`src/rtl/rf_pkg.sv`:
```
// Shared constants and helpers for the scoreboarded register file.
package rf_pkg;

  localparam int XLEN_DEFAULT = 32;
  localparam int REG_ZERO     = 0;

  // Low bit of port 'port' inside a flat bus of 'width'-bit fields.
  function automatic int slice_lo(input int port, input int width);
    return port * width;
  endfunction

endpackage

```
`src/rtl/rf_scoreboard.sv`:
```
// Per-register busy tracking: issue sets, writeback clears, issue wins a tie.
module rf_scoreboard
  import rf_pkg::*;
#(
  parameter int NREG = 32,
  parameter int NWP  = 1,
  parameter int NRP  = 2,
  parameter int AW   = $clog2(NREG)
) (
  input  logic                clk,
  input  logic                rst,
  input  logic [NWP-1:0]      we,
  input  logic [NWP*AW-1:0]   wa,
  input  logic                iss_valid,
  input  logic [AW-1:0]       iss_rd,
  input  logic [NRP*AW-1:0]   ra,
  output logic [NRP-1:0]      rbusy,
  output logic [NREG-1:0]     busy_vec
);

  logic [NREG-1:0] busy_q;
  logic [NREG-1:0] busy_d;

  // Next scoreboard state; a new producer supersedes a retiring one.
  always_comb begin
    busy_d = busy_q;
    for (int r = 1; r < NREG; r++) begin
      for (int i = 0; i < NWP; i++) begin
        if (we[i] && wa[slice_lo(i, AW) +: AW] == AW'(r)) busy_d[r] = 1'b0;
      end
      if (iss_valid && iss_rd == AW'(r)) busy_d[r] = 1'b1;
    end
    busy_d[REG_ZERO] = 1'b0;
  end

  // Scoreboard register, cleared asynchronously.
  always_ff @(posedge clk or posedge rst) begin
    if (rst) busy_q <= '0;
    else     busy_q <= busy_d;
  end

  assign busy_vec = busy_q;

  for (genvar j = 0; j < NRP; j++) begin : g_rbusy
    logic [AW-1:0] addr;
    logic          wr_hit;
    assign addr = ra[slice_lo(j, AW) +: AW];

    // A same-cycle writeback to the read register hides its busy bit.
    always_comb begin
      wr_hit = 1'b0;
      for (int i = 0; i < NWP; i++) begin
        if (we[i] && wa[slice_lo(i, AW) +: AW] == addr) wr_hit = 1'b1;
      end
    end

    assign rbusy[j] = busy_q[addr] && !wr_hit;
  end

endmodule

```
`src/rtl/regfile_sb.sv`:
```
// Multi-port integer register file with write-through bypass and busy scoreboard.
module regfile_sb
  import rf_pkg::*;
#(
  parameter int XLEN = XLEN_DEFAULT,
  parameter int NREG = 32,
  parameter int NRP  = 2,
  parameter int NWP  = 1,
  localparam int AW  = $clog2(NREG)
) (
  input  logic                clk,
  input  logic                rst,
  input  logic [NWP-1:0]      we,
  input  logic [NWP*AW-1:0]   wa,
  input  logic [NWP*XLEN-1:0] wd,
  input  logic [NRP*AW-1:0]   ra,
  output logic [NRP*XLEN-1:0] rdata,
  output logic [NRP-1:0]      rbusy,
  input  logic                iss_valid,
  input  logic [AW-1:0]       iss_rd,
  output logic [NREG-1:0]     busy_vec
);

  if (NREG != 2 ** AW) begin : g_bad_nreg
    $error("regfile_sb: NREG must be a power of two");
  end
  if (NWP < 1 || NWP > 4) begin : g_bad_nwp
    $error("regfile_sb: NWP must be 1..4");
  end

  logic [XLEN-1:0] regs_q [NREG];
  logic [XLEN-1:0] regs_d [NREG];

  // Apply writes in port order so the highest-index port wins an address clash.
  always_comb begin
    regs_d = regs_q;
    for (int i = 0; i < NWP; i++) begin
      if (we[i] && int'(wa[slice_lo(i, AW) +: AW]) != REG_ZERO)
        regs_d[wa[slice_lo(i, AW) +: AW]] = wd[slice_lo(i, XLEN) +: XLEN];
    end
    regs_d[REG_ZERO] = '0;
  end

  // Storage array, cleared asynchronously.
  always_ff @(posedge clk or posedge rst) begin
    if (rst) begin
      for (int r = 0; r < NREG; r++) regs_q[r] <= '0;
    end else begin
      regs_q <= regs_d;
    end
  end

  for (genvar j = 0; j < NRP; j++) begin : g_read
    logic [AW-1:0]   addr;
    logic [XLEN-1:0] val;
    assign addr = ra[slice_lo(j, AW) +: AW];

    // Read mux with write-through bypass; x0 and reset force zero.
    always_comb begin
      val = regs_q[addr];
      for (int i = 0; i < NWP; i++) begin
        if (we[i] && wa[slice_lo(i, AW) +: AW] == addr)
          val = wd[slice_lo(i, XLEN) +: XLEN];
      end
      if (rst || int'(addr) == REG_ZERO) val = '0;
    end

    assign rdata[slice_lo(j, XLEN) +: XLEN] = val;
  end

  rf_scoreboard #(
    .NREG(NREG),
    .NWP (NWP),
    .NRP (NRP),
    .AW  (AW)
  ) u_scoreboard (
    .clk      (clk),
    .rst      (rst),
    .we       (we),
    .wa       (wa),
    .iss_valid(iss_valid),
    .iss_rd   (iss_rd),
    .ra       (ra),
    .rbusy    (rbusy),
    .busy_vec (busy_vec)
  );

endmodule

```
`config.mk`:
```
export PLATFORM = sky130hd
export DESIGN_NAME = regfile_sb
export DESIGN_NICKNAME = d
export VERILOG_FILES = /design/src/rtl/rf_pkg.sv /design/src/rtl/rf_scoreboard.sv /design/src/rtl/regfile_sb.sv
export SDC_FILE = /design/constraint.sdc
export NUM_CORES = 2
export LEC_CHECK = 0
export CAP_MARGIN = 25
export CORE_MARGIN = 3
export CORE_UTILIZATION = 57
export CTS_BUF_LIST = sky130_fd_sc_hd__clkbuf_4
export CTS_CLUSTER_SIZE = 20
export DETAILED_ROUTE_END_ITERATION = 7
export GPL_TIMING_DRIVEN = 0
export PLACE_DENSITY = 0.75
export SETUP_SLACK_MARGIN = 0.05
export SLEW_MARGIN = 10
export SYNTH_ARGS = -nofsm -noshare
export SYNTH_HDL_FRONTEND = slang
export SYNTH_SLANG_ARGS = --single-unit
```
`constraint.sdc`:
```
create_clock -name clk -period 58.4 [get_ports clk]
set_input_delay 11.68 -clock clk [delete_from_list [all_inputs] [get_ports clk]]
set_output_delay 11.68 -clock clk [all_outputs]
set_load 0.005 [all_outputs]
```
Word-level counts from Yosys, hierarchy flattened
Index checks and enable logic that the tools add are counted.

word-level totals
  register bits after elaboration = 1,023
  logic and storage cells = 322
  output and inout port bits = 98
  input port bits = 56

cells by class
  muxes and demuxes = 81
  equal/unequal tests = 64
  bitwise logic cells = 3
  reductions and logical operators = 106
  magnitude comparators = 6

operators with widths
  cell                                                      count
  bitwise mux 1024 bit                                      1
  binary-select mux 32 bit (select 5 bit)                   2
  two-way mux 32 bit                                        9
  demux 32 bit (select 5 bit)                               1
  == test 5 bit, second input constant                      32
  == test 5 x 4 -> 1 bit, second input constant             16
  logical AND 1 bit                                         68
  two-way mux 1 bit                                         66
  nonzero test 2 bit                                        31
  == test 5 x 3 -> 1 bit, second input constant             8
  == test 5 x 2 -> 1 bit, second input constant             4
  greater-or-equal comparator 6 bit, second input constant  3
  NOT 5 -> 6 bit                                            3
  < comparator 5 x 6 -> 1 bit, second input constant        2
  binary-select mux 1 bit (select 5 bit)                    2
  == test 5 x 1 -> 1 bit, second input constant             2
  == test 5 bit                                             2
  logical NOT 5 bit                                         2
  < comparator 6 x 1 -> 1 bit, second input constant        1
  nonzero test 5 bit                                        1
  logical NOT 1 bit                                         2
  logical OR 1 bit                                          2

Longest topological paths before layout
  depth after elaboration = 6
  gate-level depth with buffers = 10

Modules after synthesis
From an unflattened synthesis, not the netlist that was laid out.

second synthesis, totals
  cell total of the unflattened synthesis = 3,897
  area, all modules = 55,725.9 um^2

modules (own cells, without submodules)
  module         sequential area each (um^2)  cells each  area each (um^2)  times used
  regfile_sb     24,823.8                     3,697       53,689.0          1
  rf_scoreboard  775.7                        200         2,037.0           1

Least setup slack after synthesis
OpenSTA, ideal clock, no wires.

  kind = in2out
  from = input port rst
  to = output port rdata[10]
  slack = 7.554 ns
  cell stages on the path = 5
  required time = 46.720 ns
  data arrival time = 39.166 ns
  path through = inv_1 nand3_1 a221oi_1 a211oi_1 o32ai_1

on the way
  longest elaborated chain between the ends = 2

RTL lines
  what                line              text
  from (decl)         regfile_sb.sv:12  input logic rst,
  logical OR 1 bit    regfile_sb.sv:65  if (rst || int'(addr) == REG_ZERO) val = '0;
  two-way mux 32 bit  regfile_sb.sv:65
  to (decl)           regfile_sb.sv:17  output logic [NRP*XLEN-1:0] rdata,

Every way passes these cells.

Worst setup path in the final report
  from = input port rst
  to = output port rdata[7]

Same word-level chain as after synthesis.

==> out/results.tsv <==
stage	metric	value	unit
clock_tree	path_clk_slew	0.05	ns
worst_setup_path	start_kind	input pin	
clock_tree	postCtsSetupRepairBufs	0	
worst_setup_path	max_stage_delay	0.89	ns
worst_setup_path	crit_cells	13	
global_route	grt_pass1_wl	352100	um
route	first_pass_iters	8	
route	drt_wl_total	258600	um
clock_tree	max-clock-path-buffers	4	
global_route	grt_antenna_before_repair	22	
finish	area_delta_synth_final	13.49	%
yosys	synthTopCellsByArea	dfrtp_1, mux2_2, mux4_2, mux2i_1, mux2_1	
clock_tree	cts-resized-gates	0	
route	via_per_inst	7.680	
worst_setup_path	regToRegSetupSlack	57.54	ns
yosys	synth_cell_type_count	67	
worst_setup_path	crit_family	buffers and inverters	
placement	io_buffers	144	
worst_setup_path	crit_fanout	106	
clock_tree	cts_hold_buf	0	
yosys	synthTopCellsByCount	dfrtp_1, mux2_2, mux4_2	
flow_run	maxCapViolCount	0	
power	p_leak	28.19	nW
yosys	netlist.area_leader.share	45.54	%
worst_setup_path	worstSetupEndpointType	output port	
clock_tree	cts_tree	done	
yosys	synth_cells	4089	
yosys	yosysTopAreaCell	dfrtp_1	
worst_setup_path	r2r-end	regs_q[246]	
yosys	synth_area	56220	sq um
placement	place_ws	29.61	ns
timing	fmax	34.23	MHz
worst_setup_path	cp_common_cell	buf_16	
power	ir_drop	0.01871	mV
floorplanning	core	97280	sq um
global_route	grt_pass1_vias	45285	
finish	drive_gt1_share	40.56	%
route	vias	46666	
yosys	async_flop_share	100.0	%
route	antenna_left	0	
timing	slew_viol_final	0	
yosys	ys_warn_count	0	
route	post-route-drc-count	3	
global_route	grt_max_degree	114	
yosys	synth_edf_count	0	
finish	fillers	7419	
route	first_iter_violations	7781	
timing	skew	0	ns
worst_setup_path	r2r_cells	1	
worst_setup_path	critPathBufInv	9	
floorplanning	die_area	102400	sq um
yosys	postSynthAreaPerCell	13.75	sq um
finish	layout.nets	4650	
clock_tree	htreeDepth	5	
run_status	run_status	complete, but fails checks	
finish	post-route-util	65.59	%
route	wl_per_cell	42.56	um
worst_setup_path	crit_chain	clkdlybuf4s50_1 > inv_8 > buf_16 > buf_16 > buf_16 > nand2b_1 > clkbuf_1 > clkbuf_1 > buf_8 > a21oi_1 > a211oi_2 > o32ai_1 > clkdlybuf4s50_1	
timing	finalCritPeriodShare	50.03	%
floorplanning	rows	114	
yosys	synth_seq_cells	1023	
worst_setup_path	startpoint	rst	
timing	hold_viol_final	0	
timing	layout_setup_ws	29.18	ns
worst_setup_path	cp.arrival	17.54	ns
clock_tree	clkLatencyLatePin	1.19	ns
clock_tree	clock-sinks	1023	
power	p_per_area	33.63	nW/um^2
timing	slew_headroom	4.336	%
placement	gp_congestion	1.051	
hold_path	whs_path_depth	1	
worst_setup_path	required	46.72	ns
worst_setup_path	crit_path_end	rdata[7]	
timing	rsz0062_at_grt	no	
worst_setup_path	r2r-start	regs_q[246]	
global_route	overflow	0	
global_route	grt_use_total	50.07	%
yosys	synth_ff_type	dfrtp_1	
placement	place_hpwl	179400	um
floorplanning	start_util	57.79	%
finish	regArea	25600	sq um
timing	finalSetupViolCount	0	
clock_tree	root_buffer	clkbuf_4	
run_status	failed_checks	DRC	
yosys	ys_seq_area_share	45.54	%
floorplanning	pin_count	154	
floorplanning	dieWidth	320.1	um
clock_tree	cts-buffers-inserted	299	
worst_setup_path	crit_path_top_delay_cell	clkdlybuf4s50_1	
floorplanning	die_h	320.1	um
timing	worst_pin_slew	1.435	ns
yosys	synth_nets	4145	
finish	multiInputGateArea	28280	sq um
worst_setup_path	crit_type	in2out	
yosys	yosysMostFrequentCell	dfrtp_1	
hold_path	hp-class	reg2reg	
timing	fin_crit	29.22	ns
[routing by layer]
metal / global-route usage [%] / part of all wire [%] / vias up
met3: 28.99 / 17 / 1334
met2: 65.23 / 39 / 4657
li1: - / - / 16981
met4: 34.67 / 8.6 / 17
met1: 61.79 / 35 / 23677
met5: 2.500 / 0.23 / -
[placed cells by master (no fill, tap or decap), types with 18 or more instances in the layout]
master,instances
nor2_1,105
o2bb2ai_1,18
buf_4,66
mux2_1,229
o22ai_1,92
a211oi_1,41
inv_1,21
clkinv_1,28
mux2i_1,273
mux4_2,331
buf_6,47
o221ai_1,73
clkdlybuf4s50_1,144
a22oi_1,27
buf_1,25
clkbuf_1,175
o21ai_0,25
nor4_1,26
nand2_1,101
clkbuf_4,433
o32ai_1,25
o22a_1,19
a21oi_1,84
a221oi_1,56
diode_2,34
mux2_2,836
a22o_1,36
buf_2,142
buf_8,21
dfrtp_1,1023
[registers in the layout, indices dropped and copies added (netlist names)]
name,flops
u_scoreboard.busy_vec,31
regs_q,992
[power by group]
group / switching (W) / internal, W / leakage [nW]
clock network: 0.000328 / 0.000355 / 2.13
logic: 0.000241 / 0.000261 / 13.0
registers: 0.000112 / 0.000849 / 13.0
total: 0.000680 / 0.00147 / 28.2
[stage by stage]
step	hold slack (ns)	instance area (sq um)	instances	TNS (ns)	power [W]
2_1_floorplan	0.4697	56220	4089	0	0.001264
3_3_place_gp	0.4800	59260	5509	-276.64	0.001421
3_5_place_dp	0.4903	60080	5560	0	0.001443
4_1_cts	0.5035	63600	6033	0	0.002108
5_1_grt	0.5189	63740	6050	0	0.002206
6_report	0.5044	63800	6076	0	0.002146
[logic make-up after synthesis]
| family | share of synthesized area [%] |
|---|---|
| multiplexers | 39.45 |
| flip-flops | 45.54 |
| AO/OA/AOI/OAI | 7.542 |
| buffers and inverters | 4.242 |
| AND/OR/NAND/NOR | 3.065 |
| XOR/XNOR | 0.1558 |
| other | 0.006670 |
[worst min path at each step]
| stage | startpoint | end |
|---|---|---|
| 2_1_floorplan | regs_q[513] | regs_q[513] |
| 3_3_place_gp | regs_q[301] | regs_q[301] |
| 3_5_place_dp | regs_q[191] | regs_q[191] |
| 4_1_cts | regs_q[405] | regs_q[405] |
| 5_1_grt | regs_q[408] | regs_q[408] |
| 6_report | regs_q[387] | regs_q[387] |
[layout make-up]
cell class              count  share of cell area [%]
clock inverters            43                  0.4667
flip-flops and latches   1023                   40.12
plain buffers             435                   3.598
multi-input cells        2606                   44.32
well taps                1276                   2.502
diodes                     34                  0.1333
inverters                  25                  0.1588
clock buffers             430                   5.059
repair buffers            204                   3.636
Power figures use the tool's default switching activity.
